File: src/rtl/vld_ram_drain.sv
// Read-side drain controller for a valid-tagged page RAM: polls port B in ring order,
// streams valid payloads and clears each entry once accepted. Optional macro: VLD_RAM_DRAIN_CNT_EN.
module vld_ram_drain #(
  parameter int unsigned PAYLOAD_BITS  = 32,
  parameter int unsigned NUM_ADDR_BITS = 7
) (
  input  logic                     clk,
  input  logic                     reset,
  output logic [NUM_ADDR_BITS-1:0] addrb,
  output logic                     web,
  output logic [PAYLOAD_BITS:0]    dinb,
  input  logic [PAYLOAD_BITS:0]    doutb,
  output logic [PAYLOAD_BITS-1:0]  dout,
  output logic                     dout_vld,
  input  logic                     dout_rdy
`ifdef VLD_RAM_DRAIN_CNT_EN
  ,
  output logic [31:0]              drain_cnt
`endif
);

  typedef enum logic [1:0] {
    S_WAIT,
    S_CHECK,
    S_HOLD
  } state_e;

  state_e                    state_q, state_d;
  logic [NUM_ADDR_BITS-1:0]  rd_ptr_q, rd_ptr_d;
  logic [PAYLOAD_BITS-1:0]   dout_q, dout_d;
  logic                      dout_vld_q, dout_vld_d;
  logic                      accept;

  // The accepted entry is cleared in the same cycle the consumer takes it.
  assign accept   = (state_q == S_HOLD) && dout_rdy;
  assign web      = accept;
  assign addrb    = rd_ptr_q;
  assign dinb     = '0;
  assign dout     = dout_q;
  assign dout_vld = dout_vld_q;

  always_comb begin
    state_d    = state_q;
    rd_ptr_d   = rd_ptr_q;
    dout_d     = dout_q;
    dout_vld_d = dout_vld_q;
    unique case (state_q)
      S_WAIT: state_d = S_CHECK;
      S_CHECK: begin
        // Pointer only advances on acceptance, so an empty slot stalls delivery in order.
        if (doutb[PAYLOAD_BITS]) begin
          dout_d     = doutb[PAYLOAD_BITS-1:0];
          dout_vld_d = 1'b1;
          state_d    = S_HOLD;
        end
      end
      S_HOLD: begin
        if (dout_rdy) begin
          dout_vld_d = 1'b0;
          rd_ptr_d   = rd_ptr_q + NUM_ADDR_BITS'(1);
          state_d    = S_WAIT;
        end
      end
      default: state_d = S_WAIT;
    endcase
  end

  always_ff @(posedge clk) begin
    if (reset) begin
      state_q    <= S_WAIT;
      rd_ptr_q   <= '0;
      dout_q     <= '0;
      dout_vld_q <= 1'b0;
    end else begin
      state_q    <= state_d;
      rd_ptr_q   <= rd_ptr_d;
      dout_q     <= dout_d;
      dout_vld_q <= dout_vld_d;
    end
  end

`ifdef VLD_RAM_DRAIN_CNT_EN
  logic [31:0] drain_cnt_q, drain_cnt_d;

  always_comb begin
    drain_cnt_d = drain_cnt_q;
    if (accept) drain_cnt_d = drain_cnt_q + 32'd1;
  end

  always_ff @(posedge clk) begin
    if (reset) drain_cnt_q <= '0;
    else       drain_cnt_q <= drain_cnt_d;
  end

  assign drain_cnt = drain_cnt_q;
`endif

endmodule

File: config.mk
export PLATFORM = sky130hd
export DESIGN_NAME = vld_ram_drain
export DESIGN_NICKNAME = d
export VERILOG_FILES = /design/src/rtl/vld_ram_drain.sv
export SDC_FILE = /design/constraint.sdc
export NUM_CORES = 1
export LEC_CHECK = 0
export CAP_MARGIN = 5
export CORE_MARGIN = 2
export CORE_UTILIZATION = 45
export DETAILED_ROUTE_END_ITERATION = 10
export DONT_BUFFER_PORTS = 1
export GPL_ROUTABILITY_DRIVEN = 0
export HOLD_SLACK_MARGIN = 0.12
export PLACE_DENSITY = 0.64
export SYNTH_ARGS = -nofsm -noshare
export SYNTH_HDL_FRONTEND = slang
export SYNTH_SLANG_ARGS = --single-unit
File: constraint.sdc
create_clock -name clk -period 2.15 [get_ports clk]
set_clock_uncertainty 0.1 [all_clocks]
set_input_delay 0.43 -clock clk [delete_from_list [all_inputs] [get_ports clk]]
set_output_delay 0.43 -clock clk [all_outputs]
set_load 0.02 [all_outputs]
## Yosys cells after proc, flatten, opt, wreduce, memory -nomap -nowiden

Cells that the tools add are included.

- Register bits after elaboration: 42
- Bits of input ports: 36
- Output and inout bits: 74

- $add $sub $neg: 1
- Eq/ne operators: 4
- Multiplexer cells: 6
- Reduce and logical (&&, ||, !) cells: 7

Operator list:

| cell | count |
|---|---|
| $add 7x1->7 const B | 1 |
| $pmux 2 s3 | 1 |
| $reduce_and 2->1 | 3 |
| $mux 2 | 2 |
| $ne 2x2->1 const B | 2 |
| $reduce_and 3->1 | 1 |
| $eq 2x1->1 const B | 1 |
| $eq 2x2->1 const B | 1 |
| $logic_not 2->1 | 1 |
| $mux 1 | 2 |
| $pmux 1 s2 | 1 |
| $reduce_bool 2->1 | 1 |
| $logic_and 1x1->1 | 1 |

## Depth between registers and ports, before layout

Gate-level depths: netlist of the first run.

- Depth in word-level cells: 3
- Gate-level depth with buffers: 5
- Mapped depth without buffers: 4

## Worst setup path before layout of the first run

No wires, ideal clock.

- Path kind: reg-to-reg
- From: reg rd_ptr_q[0], in the netlist addrb[0]
- To: reg rd_ptr_q[6], in the netlist addrb[6]
- Setup time: 0.070 ns
- Data arrival time: 1.403 ns
- Required time: 1.980 ns
- Path slack: 0.577 ns
- Cell stages (with the launch flop): 5
- Buffers on the path: 0
- Period minus slack after synthesis: 1.573 ns
- Path through: dfxtp_1 -> ha_1 -> nand3_1 -> or4_1 -> a21oi_1

- Cells in the longest elaborated chain, start to end: 1

Ends and longest elaborated chain:

| item | line | source |
|---|---|---|
| start, declared | 29 | `logic [NUM_ADDR_BITS-1:0] rd_ptr_q, rd_ptr_d;` |
| start signal, assigned | 76 | `rd_ptr_q <= rd_ptr_d;` |
| $add 7x1->7 | 60 | `rd_ptr_d = rd_ptr_q + NUM_ADDR_BITS'(1);` |

Every way passes these cells.
A chain may end at the register's enable or synchronous reset.

## Worst setup path after layout of the first run

- From: reg rd_ptr_q[1], in the netlist addrb[1]
- To: reg rd_ptr_q[6], in the netlist addrb[6]

Same word-level chain as after synthesis.

==> run summary, run 1 <==
GRT Util Overall -> 0.151
leading cell type by number of instances after synthesis -> nand2_1
hold violation count in the final report -> 0
CTS tree -> built
Data required, critical path -> 2280 ps
initial antenna violation count -> 0
RSZ-0062 raised after global routing -> no
Max Freq -> 600 MHz
pwr dens -> 902 nW/um^2
layout overhead on the synthesized area -> 1.41%
PostCTS Resize Cnt -> 0
Setup CP Type -> flip-flop to flip-flop
Final HPWL DP -> 2190 um
post-route insts no fill -> 265
CP Capture Type -> flip-flop
Die Wd -> 66.8 um
CTS Buf Count -> 5
Post-synth ARST share -> 0
Max IR drop VDD -> 440 uV
initial core utilization -> 0.477
#FFs+latches synth -> 42
count of clock tree sinks -> 42
Post-Syn Area -> 1770 sq um
Post-Route WL -> 3330 um
# setup viols final -> 0
crit path max fanout -> 5
GR Overflow Total -> 0
post-synth top area share -> 0.474
first-pass GRT wire length -> 4940 um
sw frac -> 0.267
EDFF count, synth -> 0
crit-path max cell delay -> 510 ps
Slew HR -> 0.598
Slew Limit Fails -> 0
WL per Instance -> 12.6 um
CP cell instances -> ha_1 -> nand3_1 -> or4_1 -> a21oi_1
layout cell share with drive strength beyond 1 -> 0.0599
critical path arrival -> 1790 ps
vias per cell -> 4.75
worst min path class -> primary input to flip-flop
DR WL met3 -> 344 um
combinational share of power -> 0.087
Post-CTS Setup Inserts -> 0
Net Switching -> 0.433 mW
insertion delay to the later sink of the worst-skew pair -> 290 ps
Synth Flop Type -> dfxtp_1
final core utilization -> 0.484
Clock Power Share -> 0.377
Ant. Diodes -> 0
DRC -> 0
TritonRoute pass-1 iters -> 4
Die Area -> 4460 sq um
starting DRC count in detailed routing -> 46
Pleak -> 0.706 nW
Final period util -> 0.776
Worst-Margin Slew -> 604 ps
clock tree buffer depth -> 2
Post-synth top cells -> nand2_1 (66), dfxtp_1 (42), a21oi_1 (38)
# IOs -> 110
H-tree depth -> 2
Syn Inst Count -> 219
DP Cell Count -> 256
minimum period implied by the final worst setup slack -> 1670 ps
met2 WL -> 1590 um
Critical path buffers and inverters -> 0
# hold bufs at CTS -> 1
number of max-cap violations -> 0
outcome -> finished clean
sequential power share -> 0.537
Crit path max-delay family -> simple AND/OR/NAND/NOR gates
top cells by area, synth -> dfxtp_1 (47%), buf_4 (14%), nand2_1 (14%)
I/O Buffers -> 0
Synth area leader -> dfxtp_1
post-synthesis sequential area ratio -> 0.474
pre-CTS setup slack -> 517 ps
library cells used by synthesis -> 24
CP startpoint kind -> flip-flop
top layer in use -> met4
via count -> 1259
# rows -> 22
die height -> 66.8 um
largest net degree at the start of global routing -> 43
Crit-path slowest cell -> dfxtp_1
Net count, final -> 253
clock slew at reported path FFs -> 70 ps
root buffer cell -> clkbuf_8
post-route ant nets -> 0
Core Area -> 3720 sq um
Final WS setup -> 482 ps
met1 WL -> 1330 um
setup TNS -> 0 ps
syn_area_per_cell -> 8.10 sq um
number of global-route vias before repair -> 1081
Synth warnings -> 0
Int Pwr -> 1.19 mW
## area by class of cell
cell class	count	area [sq um]
Fill cell	391	1920
Clock buffer	6	72.6
Sequential cell	42	841
Clock inverter	2	37.5
Tap cell	48	60.1
Multi-Input combinational cell	163	748
Inverter	1	3.75
Timing Repair Buffer	3	35.0
## final timing paths
path,from,endpoint,slack (ps),cells after the start
worst max-delay path,addrb[1]$_SDFFE_PP0P_,addrb[6]$_SDFFE_PP0P_,480,4
worst min-delay path,doutb[32],state_q[0]$_SDFFE_PP0P_,130,1
worst min register to register,dout[6]$_SDFFE_PP0P_,dout[6]$_SDFFE_PP0P_,460,2
worst max register to register,addrb[1]$_SDFFE_PP0P_,addrb[6]$_SDFFE_PP0P_,480,4
## flip-flops by register name, indices dropped and copies added, names as in the netlist
signal    cells
addrb         7
state_q       2
dout_vld      1
dout         32
## per-layer routing
layer	vias up	global-route usage
met2	58	0.236
li1	638	-
met5	-	0
met3	8	0.0743
met4	0	0.0765
met1	555	0.170
## stage by stage
stage / hold slack, ps / instance area, sq um / power (mW)
2_1_floorplan: 402 / 1890 / 1.05
5_1_grt: 126 / 1800 / 1.70
3_3_place_gp: 403 / 1670 / 1.01
6_report: 133 / 1800 / 1.62
4_1_cts: 123 / 1800 / 1.65
3_5_place_dp: 404 / 1670 / 1.02
## cell families (layout without fill, tap and decap cells)
| family | count (synthesis) | in the layout | synth area share |
|---|---|---|---|
| XOR/XNOR | 2 | 2 | 0.00988 |
| AND/OR/NAND/NOR | 83 | 83 | 0.205 |
| flip-flops | 42 | 42 | 0.474 |
| buffers and inverters | 46 | 12 | 0.171 |
| other | 1 | 33 | 0.00212 |
| multiplexers | 1 | 1 | 0.00565 |
| AO/OA/AOI/OAI | 43 | 43 | 0.124 |
| adder cells (fa/ha/maj) | 1 | 1 | 0.00706 |
## worst register-to-register path, delay by kind of cell (launching register included)
family / cells / cell delay (ps)
AOI/OAI and AO/OA: 1 / 140
DFF: 1 / 510
and+or+nand+nor: 2 / 610
adders and majority gates: 1 / 230
## power by group through the flow
stage | combinational [mW] | clock, mW | sequential (mW)
2_1_floorplan | 0.171 | 0 | 0.884
3_3_place_gp | 0.124 | 0 | 0.889
3_5_place_dp | 0.126 | 0 | 0.890
4_1_cts | 0.142 | 0.633 | 0.871
5_1_grt | 0.159 | 0.662 | 0.876
6_report | 0.141 | 0.611 | 0.870
## cells in the final DEF, fill, tap and decap left out
master and count:
nand2_1 66, dfxtp_1 42, a21oi_1 38, conb_1 33
nor2_1 6, clkbuf_8 5, o21ai_0 3, nand4b_1 2
or3_1 2, xor2_1 2, buf_4 2, nand3b_4 1
inv_1 1, and3b_2 1, nand3b_1 1, a211oi_1 1
nand4_1 1, nand3_1 1, or3_2 1, mux2i_1 1
o31ai_1 1, or4_1 1, ha_1 1, bufinv_16 1
clkinvlp_4 1, clkbuf_1 1, buf_12 1
No activity file was read; power rests on OpenSTA's default activity.
==> run 2, diff against run 1 <==
--- a/config.mk
+++ b/config.mk
@@ -12,7 +12,7 @@
 export DONT_BUFFER_PORTS = 1
 export GPL_ROUTABILITY_DRIVEN = 0
 export HOLD_SLACK_MARGIN = 0.12
-export PLACE_DENSITY = 0.64
+export PLACE_DENSITY = 0.66
 export SYNTH_ARGS = -nofsm -noshare
 export SYNTH_HDL_FRONTEND = slang
 export SYNTH_SLANG_ARGS = --single-unit
==> constraint.sdc (replaced) <==
create_clock -name clk -period 1.4 [get_ports clk]
set_clock_uncertainty 0.1 [all_clocks]
set_input_delay 0.28 -clock clk [delete_from_list [all_inputs] [get_ports clk]]
set_output_delay 0.28 -clock clk [all_outputs]
set_load 0.02 [all_outputs]
==> run 2 against run 1 <==
Against the previous run:
- the run now ends with hold timing left
- final cell count increased by 4.9%
- die area unchanged
- routed wire length increased by 0.48%
- global-route usage decreased by 0.77 points
- first-iteration DRC count increased by 13%
- utilization increased by 3.1 points
- power increased by 44%
- non-clock buffer count increased by 13
- sequential cell count unchanged
- hold slack got worse by 180 ps
- sequential power increased by 53%
- clock power increased by 29%
- largest power group unchanged
==> run summary, run 2 (synthesis gave the netlist of run 1 again) <==
outcome -> finished with violations
failing checks -> hold timing
first-pass GRT wire length -> 4840 um (-2.1%)
DP Area -> 1780 sq um (+6.9%)
Die Area -> 4460 sq um (unchanged)
post-route ant nets -> 0 (unchanged)
GR Overflow Total -> 0 (unchanged)
number of global-route vias before repair -> 1114 (+3.1%)
area occupied by multi-input gates -> 761 sq um (+1.7%)
Net Switching -> 0.635 mW (+47%)
die height -> 66.8 um (unchanged)
Slew Limit Fails -> 0 (unchanged)
CP cell instances -> nand3b_4 -> buf_6 -> inv_6
Net count, final -> 266 (+5.1%)
TritonRoute pass-1 iters -> 4 (unchanged)
Final period util -> 0.986
crit path max fanout -> 5 (unchanged)
CTS Buf Count -> 5 (unchanged)
Final HPWL DP -> 2350 um (+7.3%)
post-route cell area -> 1910 sq um (+6.4%)
Data required, critical path -> 1020 ps (-1260 ps)
initial antenna violation count -> 0 (unchanged)
layout cell share with drive strength beyond 1 -> 0.143 (+0.0836)
Reg area -> 853 sq um (+1.5%)
R2R Path End -> addrb[6]$_SDFFE_PP0P_
Setup CP Type -> flip-flop to primary output
initial core utilization -> 0.477 (unchanged)
insertion delay to the later sink of the worst-skew pair -> 280 ps (about the same)
Hold Path End -> addrb[1]$_SDFFE_PP0P_
CP startpoint kind -> flip-flop
number of max-cap violations -> 0 (unchanged)
Crit path max-delay family -> flip-flops
commonest non-fill, non-tap cell in the layout -> nand2_1
Hold Crit Start -> reset
minimum period implied by the final worst setup slack -> 1380 ps
WL per Instance -> 12.0 um (-4.2%)
R2R Path Start -> state_q[0]$_SDFFE_PP0P_
critical path arrival -> 1000 ps (-790 ps)
Crit-path slowest cell -> dfxtp_4
Core Area -> 3720 sq um (unchanged)
CP Capture Type -> primary output
largest net degree at the start of global routing -> 43 (unchanged)
starting DRC count in detailed routing -> 52 (+13%)
combinational share of power -> 0.094 (+0.007)
H-tree depth -> 2 (unchanged)
# IOs -> 110 (unchanged)
vias per cell -> 4.71 (-0.97%)
Crit path depth -> 3 (-1)
# rows -> 22 (unchanged)
Pleak -> 0.768 nW (+8.8%)
Critical path buffers and inverters -> 2 (+2)
Post-Route WL -> 3340 um (+0.48%)
Ant. Diodes -> 0 (unchanged)
Clock Power Share -> 0.337 (-0.040)
crit-path max cell delay -> 350 ps (-160 ps)
final hold slack -> -48.4 ps (-181 ps)
most frequent cells in the layout -> nand2_1 (66), a21oi_1 (38), dfxtp_1 (38)
GRT Util Overall -> 0.144 (-0.00767)
setup TNS -> 0 ps (unchanged)
CTS tree -> built
sequential power share -> 0.569 (+0.032)
Reg2Reg Depth -> 3 (-1)
layout overhead on the synthesized area -> 7.90%
hold violation count in the final report -> 42 (+42)
max reg flops -> 32 (unchanged)
via count -> 1308 (+3.9%)
DRC -> 0 (unchanged)
Max IR drop VDD -> 688 uV (+56%)
pwr dens -> 1220 nW/um^2 (+35%)
Die Wd -> 66.8 um (unchanged)
final core utilization -> 0.515 (+0.0310)
root buffer cell -> clkbuf_8
I/O Buffers -> 0 (unchanged)
Hold Path Cell Cnt -> 1 (unchanged)
worst min path class -> primary input to flip-flop
Fillers -> 370 (-5.4%)
clock tree buffer depth -> 2 (unchanged)
clock slew at reported path FFs -> 80 ps (about the same)
Int Pwr -> 1.70 mW (+43%)
sw frac -> 0.272 (+0.00474)
# setup viols final -> 0 (unchanged)
worst reg2reg setup slack -> 60 ps (-420 ps)
count of clock tree sinks -> 42 (unchanged)
RSZ-0062 raised after global routing -> yes
Max Freq -> 724 MHz
[run 2: cell types whose count changed in the layout (fill, tap and decap cells not counted), sizes merged]
cell,previous run,this run
buf,3,16
bufinv,1,0
clkinv,0,1
clkinvlp,1,0
inv,1,2
[run 2: layout make-up]
class	instances	share of cell area
Timing Repair Buffer	16	0.0713
Multi-Input combinational cell	163	0.398
Clock inverter	2	0.00589
Sequential cell	42	0.446
Inverter	1	0.00458
Clock buffer	6	0.0432
Tap cell	48	0.0314
[run 2: power groups by stage]
| stage | Sequential (mW) | Combinational, mW | Clock, mW |
|---|---|---|---|
| final | 1.33 | 0.220 | 0.788 |
| after global routing | 1.34 | 0.245 | 0.886 |
| after CTS | 1.33 | 0.218 | 0.824 |
| after detailed placement | 1.36 | 0.211 | 0 |
| after global placement | 1.36 | 0.209 | 0 |
| after floorplan | 1.36 | 0.262 | 0 |
[run 2: timing repair]
| action | CTS | global route |
|---|---|---|
| hold endpoints to repair | 42 | 42 |
| gates resized for setup | 6 | 1 |
| setup endpoints to repair | 1 | 1 |
| setup buffers | 1 | 2 |
[run 2: routing by layer]
metal	up-vias	GRT usage	routed length, um	share of wire
met5	-	0	0	0
met4	0	0.0612	17	0.0051
met3	2	0.0541	343	0.10
met2	63	0.238	1630	0.49
met1	579	0.165	1350	0.40
li1	664	-	-	-
[run 2: worst max-delay path by stage]
stage	from	endpoint
floorplan	state_q[1]$_SDFFE_PP0P_	addrb[6]$_SDFFE_PP0P_
detailed placement	state_q[0]$_SDFFE_PP0P_	addrb[6]$_SDFFE_PP0P_
global route	state_q[0]$_SDFFE_PP0P_	web
CTS	state_q[0]$_SDFFE_PP0P_	web
global placement	state_q[0]$_SDFFE_PP0P_	addrb[6]$_SDFFE_PP0P_
finish	state_q[0]$_SDFFE_PP0P_	web
[run 2: metrics by stage]
step | cells | worst slack (ps) | power [mW]
floorplan | 251 | 54.1 | 1.62
global placement | 267 | 75.2 | 1.57
detailed placement | 267 | 49.9 | 1.57
CTS | 276 | 2.62 | 2.37
global route | 278 | -24.6 | 2.47
finish | 278 | 19.7 | 2.34
